$ cat src/rtl/word_narrow_serializer_pkg.sv
// word_narrow_serializer_pkg: shared widths, saturation limits and FSM encoding.
package word_narrow_serializer_pkg;
    localparam int WORD_W = 32;
    localparam int HALF_W = 16;
    localparam logic [HALF_W-1:0] SAT_MAX = 16'h7FFF;
    localparam logic [HALF_W-1:0] SAT_MIN = 16'h8000;
    typedef enum logic [1:0] {IDLE, SEND_LO, SEND_HI, SEND_SAT} state_t;
endpackage

$ cat src/rtl/word_narrow_serializer_sat_narrow.sv
// sat_narrow: saturate a signed 32-bit word into a signed halfword, flagging overflow.
module sat_narrow
    import word_narrow_serializer_pkg::*;
(
    input  logic [WORD_W-1:0] word,
    output logic [HALF_W-1:0] half,
    output logic              ovf
);
    // The word fits iff every bit from the sign down to the halfword sign matches.
    assign ovf  = !(&word[WORD_W-1:HALF_W-1] || ~|word[WORD_W-1:HALF_W-1]);
    assign half = ovf ? (word[WORD_W-1] ? SAT_MIN : SAT_MAX) : word[HALF_W-1:0];
endmodule

$ cat src/rtl/word_narrow_serializer.sv
// word_narrow_serializer: splits 32-bit words into 16-bit beats, or one saturated beat.
// The saturated-narrow path exists only when SAT_NARROW_EN is defined.
module word_narrow_serializer
    import word_narrow_serializer_pkg::*;
(
    input  logic              clk,
    input  logic              reset,
    input  logic              in_valid,
    output logic              in_ready,
    input  logic [WORD_W-1:0] in_data,
    input  logic              in_narrow,
    output logic              out_valid,
    input  logic              out_ready,
    output logic [HALF_W-1:0] out_data,
    output logic              out_last,
    output logic              out_ovf
);
    state_t state, state_n;
    logic [WORD_W-1:0] word, word_n;
    logic narrow, fire_out, accept, sat_ovf;
    logic [HALF_W-1:0] sat_half;
`ifdef SAT_NARROW_EN
    assign narrow = in_narrow;
    sat_narrow u_sat (.word(word), .half(sat_half), .ovf(sat_ovf));
`else
    logic unused_narrow;
    assign unused_narrow = in_narrow;
    assign narrow   = 1'b0;
    assign sat_half = '0;
    assign sat_ovf  = 1'b0;
`endif
    always_ff @(posedge clk) begin
        if (!reset) begin
            state <= IDLE;
            word  <= '0;
        end else begin
            state <= state_n;
            word  <= word_n;
        end
    end
    // A last beat leaving frees the slot, so a new word can load in the same cycle.
    always_comb begin
        out_valid = state != IDLE;
        out_last  = state == SEND_HI || state == SEND_SAT;
        out_ovf   = state == SEND_SAT && sat_ovf;
        out_data  = state == SEND_HI ? word[WORD_W-1:HALF_W] :
                    state == SEND_SAT ? sat_half :
                    out_valid ? word[HALF_W-1:0] : '0;
        fire_out  = out_valid && out_ready;
        in_ready  = reset && (state == IDLE || (fire_out && out_last));
        accept    = in_valid && in_ready;
        state_n   = fire_out ? (state == SEND_LO ? SEND_HI : IDLE) : state;
        word_n    = word;
        if (accept) begin
            state_n = narrow ? SEND_SAT : SEND_LO;
            word_n  = in_data;
        end
    end
endmodule

$ cat config.mk
export PLATFORM = sky130hd
export DESIGN_NAME = word_narrow_serializer
export DESIGN_NICKNAME = d
export VERILOG_FILES = /design/src/rtl/word_narrow_serializer_pkg.sv /design/src/rtl/word_narrow_serializer_sat_narrow.sv /design/src/rtl/word_narrow_serializer.sv
export SDC_FILE = /design/constraint.sdc
export NUM_CORES = 1
export LEC_CHECK = 0
export ABC_CLOCK_PERIOD_IN_PS = 3420
export BUFFER_PORTS_ARGS = -buffer_cell sky130_fd_sc_hd__buf_2
export CORE_MARGIN = 1
export CORE_UTILIZATION = 52
export CTS_CLUSTER_SIZE = 20
export DETAILED_ROUTE_END_ITERATION = 7
export GPL_TIMING_DRIVEN = 0
export MAX_ROUTING_LAYER = met4
export PLACE_DENSITY = 0.83
export SLEW_MARGIN = 20
export SYNTH_ARGS = -nofsm -noshare
export SYNTH_HDL_FRONTEND = slang
export SYNTH_HIERARCHICAL = 1
export SYNTH_SLANG_ARGS = --single-unit
$ cat constraint.sdc
create_clock -name clk -period 3.42 [get_ports clk]
set_clock_uncertainty 0.1 [all_clocks]
set_input_delay 0.171 -clock clk [delete_from_list [all_inputs] [get_ports clk]]
set_output_delay 0.171 -clock clk [all_outputs]
set_load 0.005 [all_outputs]
# After elaboration in Yosys (flattened, before gate mapping)
# Cells that the tools add are included.
[classes]
n_bitwise = 1
n_eq_ne = 3
reduce_logical = 10
mux = 6
[op_table]
columns = ["operator", "count"]
rows = [
  ["16-bit 2-to-1 mux", 3],
  ["2-bit equality test, second input constant", 2],
  ["1-bit logical AND", 4],
  ["2-bit nonzero test", 2],
  ["2-bit by 1-bit equality test with 1-bit output, second input constant", 1],
  ["2-bit logical NOT", 1],
  ["1-bit logical OR", 2],
  ["1-bit 2-to-1 mux", 2],
  ["2-bit 2-to-1 mux", 1],
  ["2-bit OR reduction", 1],
  ["1-bit inverter", 1],
]
[totals]
register_bits = 34
wordCells = 23
output_inout_bits = 20
in_bits = 37

# Longest topological paths before layout
[logic_depth]
ltp_word = 7
mapped_depth = 6
depth_no_buf = 3

# Least setup slack after synthesis
# No wires, ideal clock.
[synth_path]
path_kind = "register -> output"
startpoint = "register state[1]"
endpoint = "output out_data[10]"
n_path_buf = 2
path_stages_with_launch = 5
required_ps = 3149
path_slack_ps = 2048
arrival_time_ps = 1101
path_cell_list = "dfxtp_1 > and2b_1 > buf_2 > clkbuf_1 > a22o_1"
[synth_via]
elab_chain_cells = 4
word_cells_on_any_way = 6
classes_between = "eq/ne: 2; mux: 3; reduce/logical: 1"
[synth_lines]
columns = ["element", "line_no", "rtl"]
rows = [
  ["start: declaration", "word_narrow_serializer.sv:18", "state_t state, state_n;"],
  ["start signal: assignment", "word_narrow_serializer.sv:37", "state <= state_n;"],
  ["2-bit nonzero test", "word_narrow_serializer.sv:43", "out_valid = state != IDLE;"],
  ["16-bit 2-to-1 mux", "word_narrow_serializer.sv:48", "out_valid ? word[HALF_W-1:0] : '0;"],
  ["16-bit 2-to-1 mux", "word_narrow_serializer.sv:47", "state == SEND_SAT ? sat_half :"],
  ["16-bit 2-to-1 mux *", "word_narrow_serializer.sv:46", "out_data = state == SEND_HI ? word[WORD_W-1:HALF_W] :"],
  ["end: declaration", "word_narrow_serializer.sv:14", "output logic [HALF_W-1:0] out_data,"],
]
# Mark *: on every way between the ends. The rest lies on a longest branch, timed or not.

# Worst setup path after layout
[layout_path]
startpoint = "register state[1]"
endpoint = "output out_data[4]"
# Same word-level chain as after synthesis.

==> impl_results.md <==
* RSZ-0062 raised after global routing: no
* Initial core utilization at 55.9%
* Synth top area share at 43.0%
* Remaining antenna violation count at 0
* Worst Setup SP: state[1]$_SDFFE_PP0P_
* Diodes inserted at 0
* DP HPWL at 2230 um
* Chip Height at roughly 57 um
* PD cells at 389 nW/um2
* Post-Synth XOR/XNOR Area at 0%
* Mux cell area share after synthesis at 20.9%
* Global route overflow at 0
* Area Growth Syn to Fin at 44.3%
* First-pass GRT wire length at 6090 um
* Placed Area at 1890 um2
* Antenna violations before repair at 0
* Crit Path Max Fanout at 10
* PostCTS Resize Cnt at 0
* Via-to-Cell Ratio at just under 5
* Post-synthesis simple-gate area fraction at 10.4%
* Crit end category: output pin
* Layout cells sized above 1 at a little over a quarter
* Mapped Area at 1580 um2
* Clock tree buffer depth at 2
* Final Cycle Share at 61.9%
* Cell variety after synth at 19
* CP required at 3150 ps
* Port bufs at 53
* Largest net degree at the start of global routing at 12
* Actual slew at the worst max-slew pin at 506 ps
* Worst min-delay path class: primary input to register
* Final Hold Vio Count at 0
* Max-cap violation count at 0
* Compound-gate portion of the synthesized area at 10.3%
* Combinational family with the most area after synthesis: multiplexers
* H-tree Lvls at 2
* Core area at 2830 um2
* Nets at ~300
* Sequential fraction of the synthesis area at between 40% and 50%
* Iter 0 DRT Violations at 52
* Synth Area in Adders at 0%
* Worst EP arrival at approximately 1900 ps
* Leak pwr at between 1 and 1.5 nW
* Insertion delay of the later-clocked pin in the worst-skew pair at 350 ps
* DR vias at 1,443
* Fillcell total at 184
* Rel. slew slack at between 60 and 70%
* Post CTS Setup Buffer Count at 0
* Finished Cell Area at approximately 2300 um2
* Row cnt at 19
* Setup tns final at 0 ps
* Synth warn at 6
* Gr usage total at 25.6%
* TritonCTS Buffers at 5
* Failing checks: DRC
* Seq cells post-synth at 34
* Critical path startpoint category: register
* Boundary Pins at 57
* CTS tree: yes
* Synth area leader: dfxtp_1
* Vias in the first global route at 1,446
* Final WL at 3740 um
* Max-slew violation count at 0
* Clock sink count at 34
* Tmin final at between 2000 and 2500 ps
* Root buf cell: clkbuf_4
* Fmax at roughly 470 MHz
* Syn avg cell area at 9.20 um2
* Worst Hold Launch: out_ready
* Pre-antenna DRT Iters at 8
* Final number of setup-violating endpoints at 0
* Gpl congestion at 0.764
* Worst VDD drop at just over 0.4 mV
* Die area at 3270 um2
* Die X at 57.2 um
* Routed wire per std cell at roughly 13 um
* Largest cells by area after synthesis: dfxtp_1 43%, mux2i_1 21%, a22o_1 8.9%, nand2_1 8.1%, inv_1 7.6%
* Status: complete, but fails checks
* Mapped Cells at 172
* Worst-path clk slew at 110 ps
* CP Class: register to output pin
* DRC errors left at 4
* R2R Path Start: state[1]$_SDFFE_PP0P_
* Syn_nets at 209
[timing repair]
item / CTS / global route
endpoints found under the setup margin: 0 / 0
hold buffers: 32 / 0
hold endpoints to repair: 32 / 0
[power by group]
group | switching [mW] | internal (mW) | total, mW
Clock | 0.140 | 0.151 | 0.291
Sequential | 0.0167 | 0.429 | 0.445
Combinational | 0.0625 | 0.0886 | 0.151
[cells by family after synthesis]
family / after synthesis
flip-flops: 34
multiplexers: 33
other: 1
buffers and inverters: 46
AO/OA/AOI/OAI: 19
AND/OR/NAND/NOR: 39
[Yosys cell counts]
master         count
a21boi_0           1
a21boi_1           1
a21o_1             1
a22o_1            16
and2b_1            1
buf_12             3
buf_2              3
buf_4              1
buf_6              1
clkbuf_1           5
conb_1             1
dfxtp_1           34
dlygate4sd1_1      1
inv_1             32
mux2i_1           33
nand2_1           34
nor2b_1            2
or2_4              1
or2b_1             1
[through the flow]
stage / util [%] / worst slack (ps) / total power, mW / hold WS (ps) / instances
final: 80.8 / 1300 / 0.888 / 20.3 / 296
after global routing: 80.8 / 1190 / 0.929 / 33.4 / 296
after CTS: 80.8 / 1310 / 0.889 / 11.9 / 296
after detailed placement: 66.7 / 1730 / 0.574 / 312 / 256
after global placement: 66.7 / 1740 / 0.570 / 307 / 256
after floorplan: - / 2050 / 0.531 / 203 / 172
[metal layers]
layer	track usage [%]	routed length, um	vias to the layer above
met5	-	0	-
met4	10.5	52	0
met3	5.22	148	5
met2	45.4	1870	41
met1	27.8	1670	670
li1	-	-	727
[sequential cells by signal, summed over array words and instances, names as in the netlist]
register / count
word: 32
state: 2
[cells in the final DEF (no fill, tap or decap), types with 2 or more instances in the layout]
master and n:
buf_2 56, clkbuf_4 5, inv_1 32, nor2b_1 2
mux2i_1 33, buf_12 3, a22o_1 16, dlygate4sd3_1 32
clkbuf_1 5, nand2_1 34, clkinv_2 2, dfxtp_1 34
[layout make-up]
| cell class | instances | area, um2 | area share, % |
|---|---|---|---|
| flip-flops and latches | 34 | 681 | 29.8 |
| multi-input cells | 92 | 661 | 28.9 |
| repair buffers | 85 | 586 | 25.6 |
| plain buffers | 14 | 121 | 5.31 |
| inverters | 32 | 120 | 5.26 |
| clock inverters | 3 | 40.0 | 1.75 |
| well taps | 31 | 38.8 | 1.70 |
| clock buffers | 5 | 37.5 | 1.64 |
[path summary, 6_finish.rpt]
check,to,slack (ps),cells after the start
worst min-delay path,state[0]$_SDFFE_PN0P_,20,3
worst min register to register,word[4]$_SDFFE_PN0P_,370,2
worst max register to register,word[10]$_SDFFE_PN0P_,2030,5
worst max-delay path,out_data[4],1300,5
[critical path, cell delays in order (launching register included)]
cell	delay [ps]
dfxtp_1	360
and2b_1	190
buf_2	180
clkbuf_1	420
a22o_1	230
buf_2	120
Power figures use the tool's default switching activity.
